--- config.mk ---
export PLATFORM = sky130hd
export DESIGN_NAME = lvds_tx_packer
export DESIGN_NICKNAME = d
export VERILOG_FILES = /design/src/rtl/lvds_tx_packer.sv
export SDC_FILE = /design/constraint.sdc
export NUM_CORES = 1
export LEC_CHECK = 0
export ABC_AREA = 1
export CELL_PAD_IN_SITES_DETAIL_PLACEMENT = 1
export CELL_PAD_IN_SITES_GLOBAL_PLACEMENT = 2
export CORE_MARGIN = 2
export CORE_UTILIZATION = 25
export DETAILED_ROUTE_END_ITERATION = 8
export PLACE_DENSITY = 0.8
export SLEW_MARGIN = 10
export SYNTH_ARGS = -nofsm -noshare
export SYNTH_HDL_FRONTEND = slang
export SYNTH_SLANG_ARGS = --single-unit
--- constraint.sdc ---
create_clock -name i_sys_clk -period 1.2 [get_ports i_sys_clk]
set_clock_uncertainty 0.1 [all_clocks]
set_input_delay 0.24 -clock i_sys_clk [delete_from_list [all_inputs] [get_ports i_sys_clk]]
set_output_delay 0.24 -clock i_sys_clk [all_outputs]
set_load 0.05 [all_outputs]
--- src/rtl/lvds_tx_packer.sv ---
// lvds_tx_packer: frames the host TX byte stream, checks sync markers and
// repacks each good 4-byte frame into the 32-bit LVDS TX FIFO word.
//
// Ports:
//   i_sys_clk, i_reset      system clock, synchronous active-high reset
//   i_enable                packing enable; low drops any partial frame
//   i_clear_err             pulse, zeroes o_sync_err_count
//   i_data, i_valid,        host byte stream; byte taken on
//   o_ready                 i_valid & o_ready
//   o_fifo_data,            repacked word {3'b0,I[12:0],3'b0,Q[12:0]}
//   o_fifo_write,           and its write strobe into the TX FIFO
//   i_fifo_full
//   o_locked                frame sync acquired
//   o_sync_err_count        saturating sync-loss counter
module lvds_tx_packer (
  input  logic        i_sys_clk,
  input  logic        i_reset,
  input  logic        i_enable,
  input  logic        i_clear_err,
  input  logic [7:0]  i_data,
  input  logic        i_valid,
  output logic        o_ready,
  output logic [31:0] o_fifo_data,
  output logic        o_fifo_write,
  input  logic        i_fifo_full,
  output logic        o_locked,
  output logic [7:0]  o_sync_err_count
);

  typedef enum logic [1:0] {
    HUNT,
    B1,
    B2,
    B3
  } state_t;

  state_t state;
  state_t state_nx;

  // Captured frame fields: I[12:7], I[6:0], Q[12:7]
  logic [5:0] i_hi;
  logic [6:0] i_lo;
  logic [5:0] q_hi;

  logic pending;
  logic accept;
  logic is_b0;
  logic is_b2;

  logic ld_ihi;
  logic ld_ilo;
  logic ld_qhi;
  logic ld_word;
  logic sync_err;

  assign is_b0 = (i_data[7:6] == 2'b10);
  assign is_b2 = (i_data[7:6] == 2'b01);

  // Byte3 must wait until the held word has left; earlier bytes
  // of the next frame may flow in behind it.
  assign o_ready = i_enable & ~(pending & (state == B3));
  assign accept  = i_valid & o_ready;

  assign o_fifo_write = pending & ~i_fifo_full;

  always_ff @(posedge i_sys_clk) begin
    if (i_reset) begin
      state <= HUNT;
    end else begin
      state <= state_nx;
    end
  end

  always_comb begin
    state_nx = state;
    ld_ihi   = 1'b0;
    ld_ilo   = 1'b0;
    ld_qhi   = 1'b0;
    ld_word  = 1'b0;
    sync_err = 1'b0;
    if (!i_enable) begin
      state_nx = HUNT;
    end else if (accept) begin
      unique case (state)
        HUNT: begin
          if (is_b0) begin
            ld_ihi   = 1'b1;
            state_nx = B1;
          end
        end
        B1: begin
          ld_ilo   = 1'b1;
          state_nx = B2;
        end
        B2: begin
          if (is_b2) begin
            ld_qhi   = 1'b1;
            state_nx = B3;
          end else if (is_b0) begin
            // Resync: the offending byte starts a new frame
            sync_err = 1'b1;
            ld_ihi   = 1'b1;
            state_nx = B1;
          end else begin
            sync_err = 1'b1;
            state_nx = HUNT;
          end
        end
        B3: begin
          ld_word  = 1'b1;
          state_nx = HUNT;
        end
      endcase
    end
  end

  always_ff @(posedge i_sys_clk) begin
    if (i_reset) begin
      i_hi <= '0;
      i_lo <= '0;
      q_hi <= '0;
    end else begin
      if (ld_ihi) begin
        i_hi <= i_data[5:0];
      end
      if (ld_ilo) begin
        i_lo <= i_data[7:1];
      end
      if (ld_qhi) begin
        q_hi <= i_data[5:0];
      end
    end
  end

  // A new load wins over a same-cycle write-out of the old word.
  always_ff @(posedge i_sys_clk) begin
    if (i_reset) begin
      pending     <= 1'b0;
      o_fifo_data <= '0;
    end else if (ld_word) begin
      pending     <= 1'b1;
      o_fifo_data <= {3'b000, i_hi, i_lo,
                      3'b000, q_hi, i_data[7:1]};
    end else if (o_fifo_write) begin
      pending     <= 1'b0;
    end
  end

  always_ff @(posedge i_sys_clk) begin
    if (i_reset) begin
      o_locked <= 1'b0;
    end else if (sync_err) begin
      o_locked <= 1'b0;
    end else if (ld_word) begin
      o_locked <= 1'b1;
    end
  end

  always_ff @(posedge i_sys_clk) begin
    if (i_reset) begin
      o_sync_err_count <= '0;
    end else if (i_clear_err) begin
      o_sync_err_count <= '0;
    end else if (sync_err && (o_sync_err_count != 8'hFF)) begin
      o_sync_err_count <= o_sync_err_count + 8'd1;
    end
  end

endmodule
# Word level (Yosys, flattened, before mapping)
# Index checks and enable logic that the tools add are counted.
dict set report word_totals {
  elab_cells 55
  latchBits 0
  ramBits 0
  mem_count 0
  reg_bits 57
  out_inout_bits 43
  rom_bits 0
  in_bits 14
}
dict set report classes {
  bitwise_logic 7
  n_reduce_logical 7
  div 0
  n_eq_ne 7
  n_shift 0
  muxes 25
  add_sub_neg 1
  multipliers 0
  order_cmp 0
}
# operator count
set op_table {}
lappend op_table {{2-to-1 mux 1 bit} 21}
lappend op_table {{adder 8 x 1 -> 8 bit, second input constant} 1}
lappend op_table {{!= test 8 bit, second input constant} 1}
lappend op_table {{one-hot mux 2 bit (4 select lines)} 1}
lappend op_table {{== test 2 bit, second input constant} 3}
lappend op_table {{OR reduction 2 bit} 3}
lappend op_table {{AND 1 bit} 4}
lappend op_table {{== test 2 x 1 -> 1 bit, second input constant} 2}
lappend op_table {{2-to-1 mux 2 bit} 2}
lappend op_table {{inverter 1 bit} 3}
lappend op_table {{zero test 2 bit} 1}
lappend op_table {{!= test 2 bit, second input constant} 1}
lappend op_table {{one-hot mux 1 bit (2 select lines)} 1}
lappend op_table {{AND reduction 2 bit} 1}
lappend op_table {{nonzero test 2 bit} 1}
lappend op_table {{logical AND 1 bit} 1}

# Depth between registers and ports, before layout
dict set report depth {
  depth_word 8
  mapped_depth 8
}

# Worst setup path before layout
# OpenSTA, ideal clock, no wires.
dict set report synth_path {
  kind {reg2reg}
  from {reg o_sync_err_count[1]}
  to {reg o_sync_err_count[7]}
  n_path_buf 0
  path_stages_with_launch 8
  t_required_ps 1030
  setup_time_ps 70
  slack_ps -653
  t_arrival_ps 1684
  path_cell_list {dfxtp_1 > ha_1 > nand2_1 > nor2_2 > nand4_4 > nand2_4 > nand2_1 > a21oi_1}
}
dict set report synth_via {
  elab_chain_cells 2
  word_cells_on_any_way 3
  classes_between {add/sub: 1; eq/ne: 1; reduce/logical: 1}
}
# item line_no
set synth_rtl {}
lappend synth_rtl {{from (decl)} 27} ;# output logic [7:0] o_sync_err_count
lappend synth_rtl {{from (signal assigned)} 165} ;# o_sync_err_count <= o_sync_err_count + 8'd1;
lappend synth_rtl {{parallel branches: the longest is 2 deep, another holds adder 8 x 1 -> 8 bit} -}
# Parallel ways; which one is timed is not known.
# A chain may end at the register's enable or synchronous reset.

# Worst setup path in the final report
dict set report layout_path {
  from {reg o_sync_err_count[0]}
  to {reg o_sync_err_count[3]}
}
# The elaborated chain is that of the path after synthesis.

==> reports/results.txt <==
status -> complete, but fails checks
violated checks -> negative setup slack
first-pass GRT wire length -> 13700 µm
CTS max path bufs -> 2
Setup crit end kind -> register
hold path cells -> 3
# rows -> 36
hold buffers post-CTS -> 0
worst hold path type -> input pin to register
Final Wtd Congestion -> 0.740
Leak -> 1.81 nW
CTS tree -> built
largest net degree at the start of global routing -> 28
NumNets Final -> 441
CP Max Fanout -> 8
maxcap violations -> 0
Root Driver -> clkbuf_8
Final WS setup -> -0.286 ns
Chip Height -> 103 µm
PwrDens -> 881 mW/mm²
Core Box Area -> 0.00968 mm²
Top delay family on crit path -> simple AND/OR/NAND/NOR gates
Max stage delay cell, worst path -> dfxtp_4
WP data arrival -> 1.64 ns
max frequency -> 673 MHz
Final period util -> 124%
placed instance area -> 0.00385 mm²
Clock Latency Late Sink -> 0.35 ns
area delta synth->final -> 94.4%
slowest stage delay, CP -> 0.37 ns
detailed-placement wirelength estimate -> 5470 µm
Reg2Reg Depth -> 7
Power, Total -> 0.00422 W
VDD IR max -> 0.458 mV
flops & latches, synth -> 57
CP startpoint kind -> register
Routed WL -> 8860 µm
final global-route overflow total -> 0
RSZ-0062 raised after global routing -> yes
Sink Count -> 57
vias in the first global route -> 2692
post-layout minimum cycle time -> 1.49 ns
Critical Path RT -> 1.35 ns
Slew Limit Fails -> 0
synthesized instance count -> 310
Unique masters post-synth -> 31
final setup violation count -> 66
average wire per standard cell -> 15.8 µm
worst-path cell chain -> ha_4, nand2_4, nor2_4, nand4_4, nand2_8, nand2_4, a21oi_2
DRT antenna net count -> 0
via count -> 2578
initial antenna violation count -> 0
# IOs -> 57
critical path type -> register to register
Stages on worst setup path -> 7
GRT Total Usage -> 17.1%
Placed Cells -> 518
CTS H-tree depth -> 3
CP Buf/Inv Count -> 0
Ys Warns -> 0
Port Buffer Count -> 50
final hold viol count -> 0
cell mode on critical path -> nand2_4
CTS buffer count -> 9
clk slew on worst S/H paths -> 0.08 ns
layout cell share with drive strength beyond 1 -> 60.0%
final instance area -> 0.00480 mm²
WHS -> 0.295 ns
DRC violations left -> 0
DIE AREA -> 0.0107 mm²
Die X -> 103 µm
fin cells -> 561
DRT Pass-1 Iters -> 4
sequential area share after synthesis -> 46.2%
Initial DRC Count -> 64
vias per cell -> 4.60
initial core utilization -> 25.5%
Inserted Diodes -> 0
Synth Area per Inst -> 7.96 µm²
synthesized cell area -> 0.00247 mm²
[sequential cells by signal, summed over array words and instances (netlist names)]
signal and cells:
o_fifo_data 26, o_sync_err_count 8, i_lo 7, i_hi 6, q_hi 6, state 2, o_locked 1, pending 1
[Yosys cell counts (all sizes together)]
library cell / count / share of area (%)
inv: 20 / 3.1
buf: 17 / 5.2
nand3: 17 / 5.2
dfxtp: 57 / 46
a211oi: 1 / 0.30
and2b: 1 / 0.30
clkbuf: 5 / 0.76
xor2: 1 / 0.36
o21ai: 24 / 4.9
nand2: 51 / 8.2
nand4: 27 / 7.5
conb: 1 / 0.15
a21oi: 38 / 7.7
nor3: 1 / 0.20
ha: 4 / 2.0
nor2: 43 / 7.3
xnor2: 2 / 0.71
[timing repair]
item                       CTS  global route
setup buffers               15            12
gates cloned                 1             0
setup endpoints to repair   94            79
hold endpoints to repair     0             0
pin swaps                   24            25
resized for setup          130            41
[cells in the final DEF (no fill, tap or decap), types with 2 or more instances in the layout]
cell,n
inv_8,2
o21ai_0,2
nor2_1,29
o21ai_2,19
nor2_2,9
nand3_1,7
ha_1,2
nand2_1,27
nor2_4,5
nand2_8,2
dfxtp_2,27
buf_12,46
nand3_4,8
nand2_2,16
inv_2,5
nand4_1,26
a21oi_2,15
o21ai_1,2
dfxtp_1,19
dlygate4sd2_1,3
inv_4,2
xnor2_1,2
nand2_4,6
clkbuf_8,14
inv_1,10
nand3_2,2
clkdlybuf4s50_1,10
a21oi_1,23
buf_6,19
dfxtp_4,11
conb_1,6
buf_4,40
[stage by stage]
stage	utilization [%]	setup WS, ns	TNS [ns]
after global placement	39.7	-0.642	-30.70
after floorplan	-	-0.231	-3.29
after global routing	49.5	-0.348	-17.23
final	49.5	-0.286	-12.60
after detailed placement	39.7	-0.699	-32.21
after CTS	47.2	-0.244	-12.32
[kinds of logic (layout without fill, tap and decap cells)]
group / Yosys count / count (layout) / synth area share (%)
DFF: 57 / 57 / 46.2
and+or+nand+nor: 140 / 140 / 28.5
adders and majority gates: 4 / 4 / 2.03
xor gates and xnor gates: 3 / 3 / 1.07
buffers and inverters: 42 / 155 / 9.08
AOI/OAI and AO/OA: 63 / 63 / 12.9
other: 1 / 6 / 0.152
[where the power goes]
group          switching, W  internal, W
clock              0.000786      0.00116
combinational      0.000230     0.000159
sequential       0.00000961      0.00188
[per-layer routing]
layer	share of wire, %	track usage, %
met1	42	21.0
met3	3.9	4.10
met2	52	29.1
met5	0	0
met4	2.4	6.58
[worst register-to-register path, stage by stage, from the launching register on]
cell,delay (ns)
dfxtp_4,0.37
ha_4,0.15
nand2_4,0.06
nor2_4,0.12
nand4_4,0.18
nand2_8,0.18
nand2_4,0.06
a21oi_2,0.17
[path summary, 6_finish.rpt]
check                                   start                               end  slack (ns)
max          o_sync_err_count[0]$_SDFFE_PP0P_  o_sync_err_count[3]$_SDFFE_PP0P_       -0.29
min                                 i_data[6]       o_fifo_data[5]$_SDFFE_PP0P_        0.29
max reg2reg  o_sync_err_count[0]$_SDFFE_PP0P_  o_sync_err_count[3]$_SDFFE_PP0P_       -0.29
min reg2reg       o_fifo_data[8]$_SDFFE_PP0P_       o_fifo_data[8]$_SDFFE_PP0P_        0.38
[cell type report]
type | instances | area, µm²
Timing Repair Buffer | 119 | 1590
Tap cell | 133 | 166
Sequential cell | 57 | 1220
Fill cell | 1054 | 4890
Inverter | 20 | 100
Multi-Input combinational cell | 216 | 1500
Clock buffer | 16 | 221
Note: power is estimated with default switching activity, not from simulation.
